**config.mk**
```make
export PLATFORM = sky130hd
export DESIGN_NAME = updown_seq_ctrl
export DESIGN_NICKNAME = d
export VERILOG_FILES = /design/src/rtl/updown_seq_ctrl.sv
export SDC_FILE = /design/constraint.sdc
export NUM_CORES = 1
export LEC_CHECK = 0
export ABC_AREA = 1
export CELL_PAD_IN_SITES_DETAIL_PLACEMENT = 1
export CELL_PAD_IN_SITES_GLOBAL_PLACEMENT = 2
export CORE_AREA = 2 2 59 61
export DETAILED_ROUTE_END_ITERATION = 10
export DIE_AREA = 0 0 61 63
export PLACE_DENSITY_LB_ADDON = 0.25
export SETUP_SLACK_MARGIN = 0.3
export SLEW_MARGIN = 20
export SYNTH_ARGS = -nofsm -noshare
export SYNTH_HDL_FRONTEND = slang
export SYNTH_SLANG_ARGS = --single-unit
export TNS_END_PERCENT = 50
```
**constraint.sdc**
```tcl
create_clock -name clk -period 1.3 [get_ports clk]
set_input_delay 0.39 -clock clk [delete_from_list [all_inputs] [get_ports clk]]
set_output_delay 0.39 -clock clk [all_outputs]
set_load 0.05 [all_outputs]
```
**src/rtl/updown_seq_ctrl.sv**
```systemverilog
// updown_seq_ctrl: runs an E/F up/down counter for a commanded number of cycles and checks the final count
module updown_seq_ctrl #(
  parameter int STEP_W = 4,
  parameter int CNT_W  = 2
) (
  input  logic              clk,
  input  logic              rstn,
  input  logic              cmd_valid,
  output logic              cmd_ready,
  input  logic              cmd_dir,
  input  logic [STEP_W-1:0] cmd_steps,
  input  logic              abort,
  input  logic              clr_err,
  input  logic [CNT_W-1:0]  y_in,
  output logic              cnt_e,
  output logic              cnt_f,
  output logic              busy,
  output logic [STEP_W-1:0] steps_left,
  output logic              done,
  output logic              aborted,
  output logic              err
);
  typedef enum logic [1:0] {IDLE, RUN, CHECK} state_t;
  state_t state, state_n;
  logic dir, go;
  logic [CNT_W-1:0] exp_cnt;
  always_ff @(posedge clk) begin
    if (!rstn) state <= IDLE;
    else state <= state_n;
  end
  always_comb begin
    go = cmd_valid & cmd_ready;
    state_n = state == IDLE ? (go ? (cmd_steps == '0 ? CHECK : RUN) : IDLE)
            : state == RUN  ? (abort ? IDLE : steps_left == STEP_W'(1) ? CHECK : RUN)
            : IDLE;
  end
  always_ff @(posedge clk) begin
    if (!rstn) begin
      dir        <= 1'b0;
      steps_left <= '0;
      exp_cnt    <= '0;
      err        <= 1'b0;
      aborted    <= 1'b0;
    end else begin
      aborted <= state == RUN && abort;
      err     <= (state == CHECK && y_in != exp_cnt) || (err && !clr_err);
      if (go) begin
        dir        <= cmd_dir;
        steps_left <= cmd_steps;
        exp_cnt    <= cmd_dir ? y_in + CNT_W'(cmd_steps) : y_in - CNT_W'(cmd_steps);
      end else if (state == RUN) begin
        steps_left <= abort ? '0 : steps_left - STEP_W'(1);
      end
    end
  end
  always_comb begin
    cmd_ready = rstn && state == IDLE;
    cnt_e     = state == RUN;
    cnt_f     = dir;
    busy      = state != IDLE;
    done      = state == CHECK;
  end
endmodule
```
* Yosys cells after proc, flatten, opt, wreduce, memory -nomap -nowiden
Index checks and enable logic that the tools add are counted.
** Operators by class
- Equal/unequal tests :: 4
- Reduce and logical (&&, ||, !) cells :: 10
- Add/sub/neg operators :: 3
- Muxes and demuxes :: 10
- Bitwise logic cells :: 1
** Operator list (count)
- 2-to-1 mux 2 bit :: 7
- 2-to-1 mux 4 bit :: 3
- equality test 4 x 1 -> 1 bit (second input constant) :: 1
- logical AND 1 bit :: 4
- logical NOT 4 bit :: 1
- nonzero test 2 bit :: 2
- subtractor 4 x 1 -> 4 bit (second input constant) :: 1
- adder 2 bit :: 1
- equality test 2 x 1 -> 1 bit (second input constant) :: 1
- equality test 2 bit (second input constant) :: 1
- logical NOT 2 bit :: 1
- inequality test 2 bit :: 1
- subtractor 2 bit :: 1
- bitwise AND 1 bit :: 1
- logical NOT 1 bit :: 1
- logical OR 1 bit :: 1
** Word-level totals
- Register bits after elaboration :: 11
- Output and inout port bits :: 11

* Logic depth before layout (Yosys ltp)
Gate-level depths: netlist of the first run.
- Word-level depth :: 5
- Mapped depth :: 7
- Gate-level depth less buffers :: 7

* Least setup slack after synthesis of the first run
OpenSTA, ideal clock, no wires.
- Path type :: flip-flop to output port
- Start point :: register state[0]
- End point :: output port cmd_ready
- Path slack :: -0.536 ns
- Stages on the path, launching flop included :: 4
- Arrival time :: 1.446 ns
- Path buffers :: 0
- Cell sequence :: dfxtp_1 > nor2_2 > inv_1 > nor2_1
** Between the ends
- Cells in the longest elaborated chain, start to end :: 2
** Ends and longest elaborated chain
- start, declared :: RTL line 24 : state_t state, state_n;
- start signal, assigned :: RTL line 29 : else state <= state_n;
- logical NOT 2 bit :: RTL line 57 : cmd_ready = rstn && state == IDLE;
- logical AND 1 bit :: RTL line 57
- end, declared :: RTL line 9 : output logic cmd_ready,
No other way between the ends.

* Worst setup path in the final report of the first run
Same ends and word-level chain as after synthesis.

==> results.toml, run 1 <==
[routing]
final_antenna_net_count = 0
wl_met3_um = 87
wl_per_cell_um = 11.32
drt_wl_total_um = 2140
firstDrtPassIters = 3
dr_total_vias = 785
drtIter0Drc = 9
top_layer = "met4"
routed_via_density = 4.153
drc_errors = 0
drt-met1-wl_um = 897
wl_met2_um = 1120

[grt]
overflow = 0
grt_pass1_wl_um = 3408
antenna_found_initial = 0
grt_pass1_vias = 758
grt_use_total = 0.1207
grt_max_degree = 7

[setup_path]
required_ns = 0.91
crit_type = "reg2out"
max_stage_delay_ns = 0.37
cpMostUsedCell = "nor2_4"
path_max_fanout = 3
critPathCaptureType = "output pin"
start_kind = "flop"
path_cells = "nor2_4 > inv_2 > nor2_4 > buf_12"
cp.arrival_ns = 1.06
cp_slowest_cell = "dfxtp_4"

[logic_synthesis]
syn_avg_cell_area_um2 = 6.914
yosys.area.top_type = "dfxtp_1"
yosys-top-cells-area = "dfxtp_1 33%, nand2_1 13%, nor2_1 7.8%"
yosys_warnings = 0
syn_nets = 113
yosysSeqAreaShare = 0.3284
synthCells = 97
ys_types = 22
syn_area_um2 = 670.6
ys_ff_latch = 11
synth_top_cell_area_share = 0.3284

[timing]
finClkSkew_ns = 0.004668
rsz0062_at_grt = "yes"
fin_tns_setup_ns = -0.3909
worst_pin_slew_ns = 0.2466
period_needed_ns = 1.449
whs_ns = 0.4825
min_period_over_period = 1.115
slew_viol_final = 0
finalSetupViolCount = 5
fin_ws_ns = -0.1491
max_freq_mhz = 690.1
finalHoldViolCount = 0
maxSlewHeadroom = 0.8356

[final_layout]
area_growth_pct = 110.8
drive_gt1_frac = 0.5175
antenna_cells = 0
layout_commonest_cell = "nand2_1"
nets = 160
fin_util = 0.4375
fin_cells = 189
final_cell_mix = "20 x nand2_1, 17 x buf_4, 11 x nor2_1, 11 x buf_12, 7 x dlygate4sd2_1"

[clock_network]
cts-buffers-inserted = 3
hold_buffers = 0
htreeDepth = 1
cts.path.max_buffers = 2
numClockSinks = 11
clk_pin_slew_ns = 0.08
insertion_delay_ns = 0.28
cts_root_buffer = "clkbuf_4"
cts_tree = "yes"

[place]
place_ws_ns = -0.4289
io_buffers = 22
globalplace.congestion = 0.6689
dp.cells = 178
hpwlAfterDp_um = 1680

[die]
placeableCoreArea_um2 = 3232
die_w_um = 61
initial_utilization = 0.2075
io_pins = 23
rows = 21
dieArea_um2 = 3843
die_y_um = 63

[run]
max_cap_violations = 0

[hold_path]
min_path_type = "reg2reg"

[power]
power.density_nw_per_um2 = 747.8
vdd_ir_drop_max_mv = 0.3369
leakage_nw = 0.6407

[outcome]
outcome = "finished, violations left"
violations = "setup timing"
[cell type report]
class / count / area (um^2)
clock buffer: 4 / 26.28
fill: 383 / 1818
inverter: 15 / 83.83
multi-input combinational: 71 / 516.7
sequential: 11 / 244.0
tap: 46 / 57.56
timing repair buffer: 42 / 485.5
[per-stage QoR]
step,instance area (um^2),total power [mW]
floorplan,780.7,0.5890
global placement,1259,0.7774
detailed placement,1259,0.7842
CTS,1356,1.048
global route,1414,1.120
finish,1414,1.057
[worst paths after layout]
kind,end,slack (ns),cells past startpoint,from
setup / recovery,cmd_ready,-0.15,4,state[0]
setup reg to reg,steps_left[1],-0.01,10,state[0]
hold / removal,exp_cnt[1],0.48,2,exp_cnt[1]
hold reg to reg,exp_cnt[1],0.48,2,exp_cnt[1]
[flip-flops by register name, indices dropped and copies added, names as in the netlist]
register	flops
aborted	1
state	2
err	1
steps_left	4
cnt_f	1
exp_cnt	2
[synth_stat cells]
master,count
nand2_1,24
nor2_1,14
inv_1,12
dfxtp_1,11
nand3_1,9
a21oi_1,4
ha_1,4
xnor2_1,3
inv_2,2
xor2_1,2
buf_4,1
clkinv_4,1
mux2i_1,1
nand2_2,1
nand3_4,1
nand4_1,1
nor2_2,1
nor2_4,1
nor3_1,1
nor3b_1,1
o21ai_0,1
o21ai_1,1
[routing by layer]
layer / vias up / track usage
li1: 397 / -
met1: 368 / 0.1395
met2: 16 / 0.2110
met3: 4 / 0.02070
met4: 0 / 0.04891
met5: - / 0
[timing repair]
item / CTS / global route
pin swaps: 4 / 10
setup endpoints to repair: 22 / 21
cloned: 1 / 0
setup buffers: 4 / 2
gates resized for setup: 26 / 12
[kinds of logic after synthesis]
family / Yosys count / synth area share
AND/OR/NAND/NOR: 54 / 0.3694
buffers and inverters: 16 / 0.1026
flip-flops: 11 / 0.3284
AO/OA/AOI/OAI: 6 / 0.04476
XOR/XNOR: 5 / 0.06531
adder cells (fa/ha/maj): 4 / 0.07463
multiplexers: 1 / 0.01493
[where the power goes]
group	internal [mW]	switching (mW)
combinational	0.207	0.213
sequential	0.356	0.0276
clock	0.119	0.134
[critical path, delay by kind of cell, from the launching register on]
family / cells / cell delay [ns]
buffers and inverters: 2 / 0.21
flip-flops: 1 / 0.37
AND/OR/NAND/NOR: 2 / 0.21
(Power assumes the default switching activity.)
==> run 2, diff against run 1 <==
ABC_CLOCK_PERIOD_IN_PS = 1300   (was not set)
HOLD_SLACK_MARGIN = 0.03   (was not set)
PLACE_DENSITY_LB_ADDON = 0.1   (was 0.25)
==> results.toml, run 2 (synthesized netlist as in run 1, its figures left out) <==
[timing]
max_freq_mhz = 699.8
finalHoldViolCount = 0
fin_ws_ns = -0.1289
slew_viol_final = 0
whs_ns = 0.4819
finalSetupViolCount = 8
finClkSkew_ns = 0.007977
period_needed_ns = 1.429
rsz0062_at_grt = "yes"
maxSlewHeadroom = 0.8585
min_period_over_period = 1.099
worst_pin_slew_ns = 0.2115

[die]
initial_utilization = 0.2075
die_y_um = 63
placeableCoreArea_um2 = 3232
io_pins = 23
dieArea_um2 = 3843
die_w_um = 61
rows = 21

[grt]
grt_pass1_vias = 814
antenna_found_initial = 0
grt_use_total = 0.1245
grt_max_degree = 9
grt_pass1_wl_um = 3629
overflow = 0

[final_layout]
area_growth_pct = 106.0
final_cell_mix = "19 x nand2_1, 12 x buf_4, 11 x nor2_1, 11 x buf_12, 7 x dlygate4sd2_1"
antenna_cells = 0
layout_commonest_cell = "nand2_1"
largest_reg_flops = 4
nets = 157
drive_gt1_frac = 0.5357
fillers = 394
regMostFlops = "steps_left"
reg.largest.list = "steps_left (4), exp_cnt (2), state (2)"

[outcome]
outcome = "finished, violations left"
violations = "setup timing"

[routing]
routed_via_density = 3.968
drc_errors = 0
wl_per_cell_um = 11.28
final_antenna_net_count = 0
dr_total_vias = 738
firstDrtPassIters = 3
drt_wl_total_um = 2098
drtIter0Drc = 8

[setup_path]
path_max_fanout = 2
r2r_slack_ns = -0.02
cp.arrival_ns = 1.04
start_kind = "flop"
crit_type = "reg2out"
critPathCaptureType = "output pin"
required_ns = 0.91

[clock_network]
hold_buffers = 0
cts-buffers-inserted = 3
cts_root_buffer = "clkbuf_4"
cts.path.max_buffers = 2
clk_pin_slew_ns = 0.08
htreeDepth = 1
numClockSinks = 11
cts_tree = "yes"
insertion_delay_ns = 0.27

[place]
place_ws_ns = -0.4617
io_buffers = 22
globalplace.congestion = 0.7345
hpwlAfterDp_um = 1644

[power]
leakage_nw = 0.6225
power_mw = 1.040
vdd_ir_drop_max_mv = 0.3541
power.density_nw_per_um2 = 753.3

[hold_path]
min_path_type = "reg2reg"

[run]
max_cap_violations = 0
-- run 2: power by group --
group          total, mW  leakage, nW  switching, mW  internal, mW
combinational      0.410        0.512          0.209         0.201
sequential         0.383       0.0954         0.0269         0.356
clock              0.247       0.0150          0.128         0.119
-- run 2: timing repair --
action / CTS / global route
gates resized for setup: 42 / 4
endpoints found under the setup margin: 22 / 20
gates cloned: 0 / 0
setup buffers: 2 / 2
pin swaps: 19 / 6
-- run 2: cell type report --
type	count	area, um^2	share of cell area
inverters	15	83.83	0.06069
clock buffers	4	26.28	0.01902
repair buffers	40	469.2	0.3397
well taps	46	57.56	0.04167
flip-flops and latches	11	244.0	0.1766
multi-input cells	70	500.5	0.3623
-- run 2: per-stage QoR --
stage               std cells    util  area, um^2  setup TNS, ns
finish                    186  0.4274        1381        -0.3743
global route              186  0.4274        1381         -1.134
CTS                       184  0.4181        1351        -0.4059
detailed placement        178  0.3895        1259         -3.632
global placement          178  0.3895        1259         -3.633
floorplan                  97       -       780.7        -0.3835
-- run 2: worst max-delay path, cell delays in order (launching register included) --
cell and delay (ns):
dfxtp_2 0.34, nor2_4 0.12, inv_2 0.07, nor2_4 0.10, buf_12 0.14
-- run 2: layer usage --
metal  track usage  up-vias  wire length [um]
met5             0        -                 0
met4       0.02446        0                13
met3       0.03934        2                74
met2        0.2003       13              1101
met1        0.1615      334               909
li1              -      389                 -
-- run 2: final timing paths --
check | endpoint | cells after the start | from
setup reg to reg | exp_cnt[0] | 9 | state[1]
hold / removal | exp_cnt[1] | 2 | exp_cnt[1]
setup / recovery | cmd_ready | 4 | state[1]
hold reg to reg | exp_cnt[1] | 2 | exp_cnt[1]
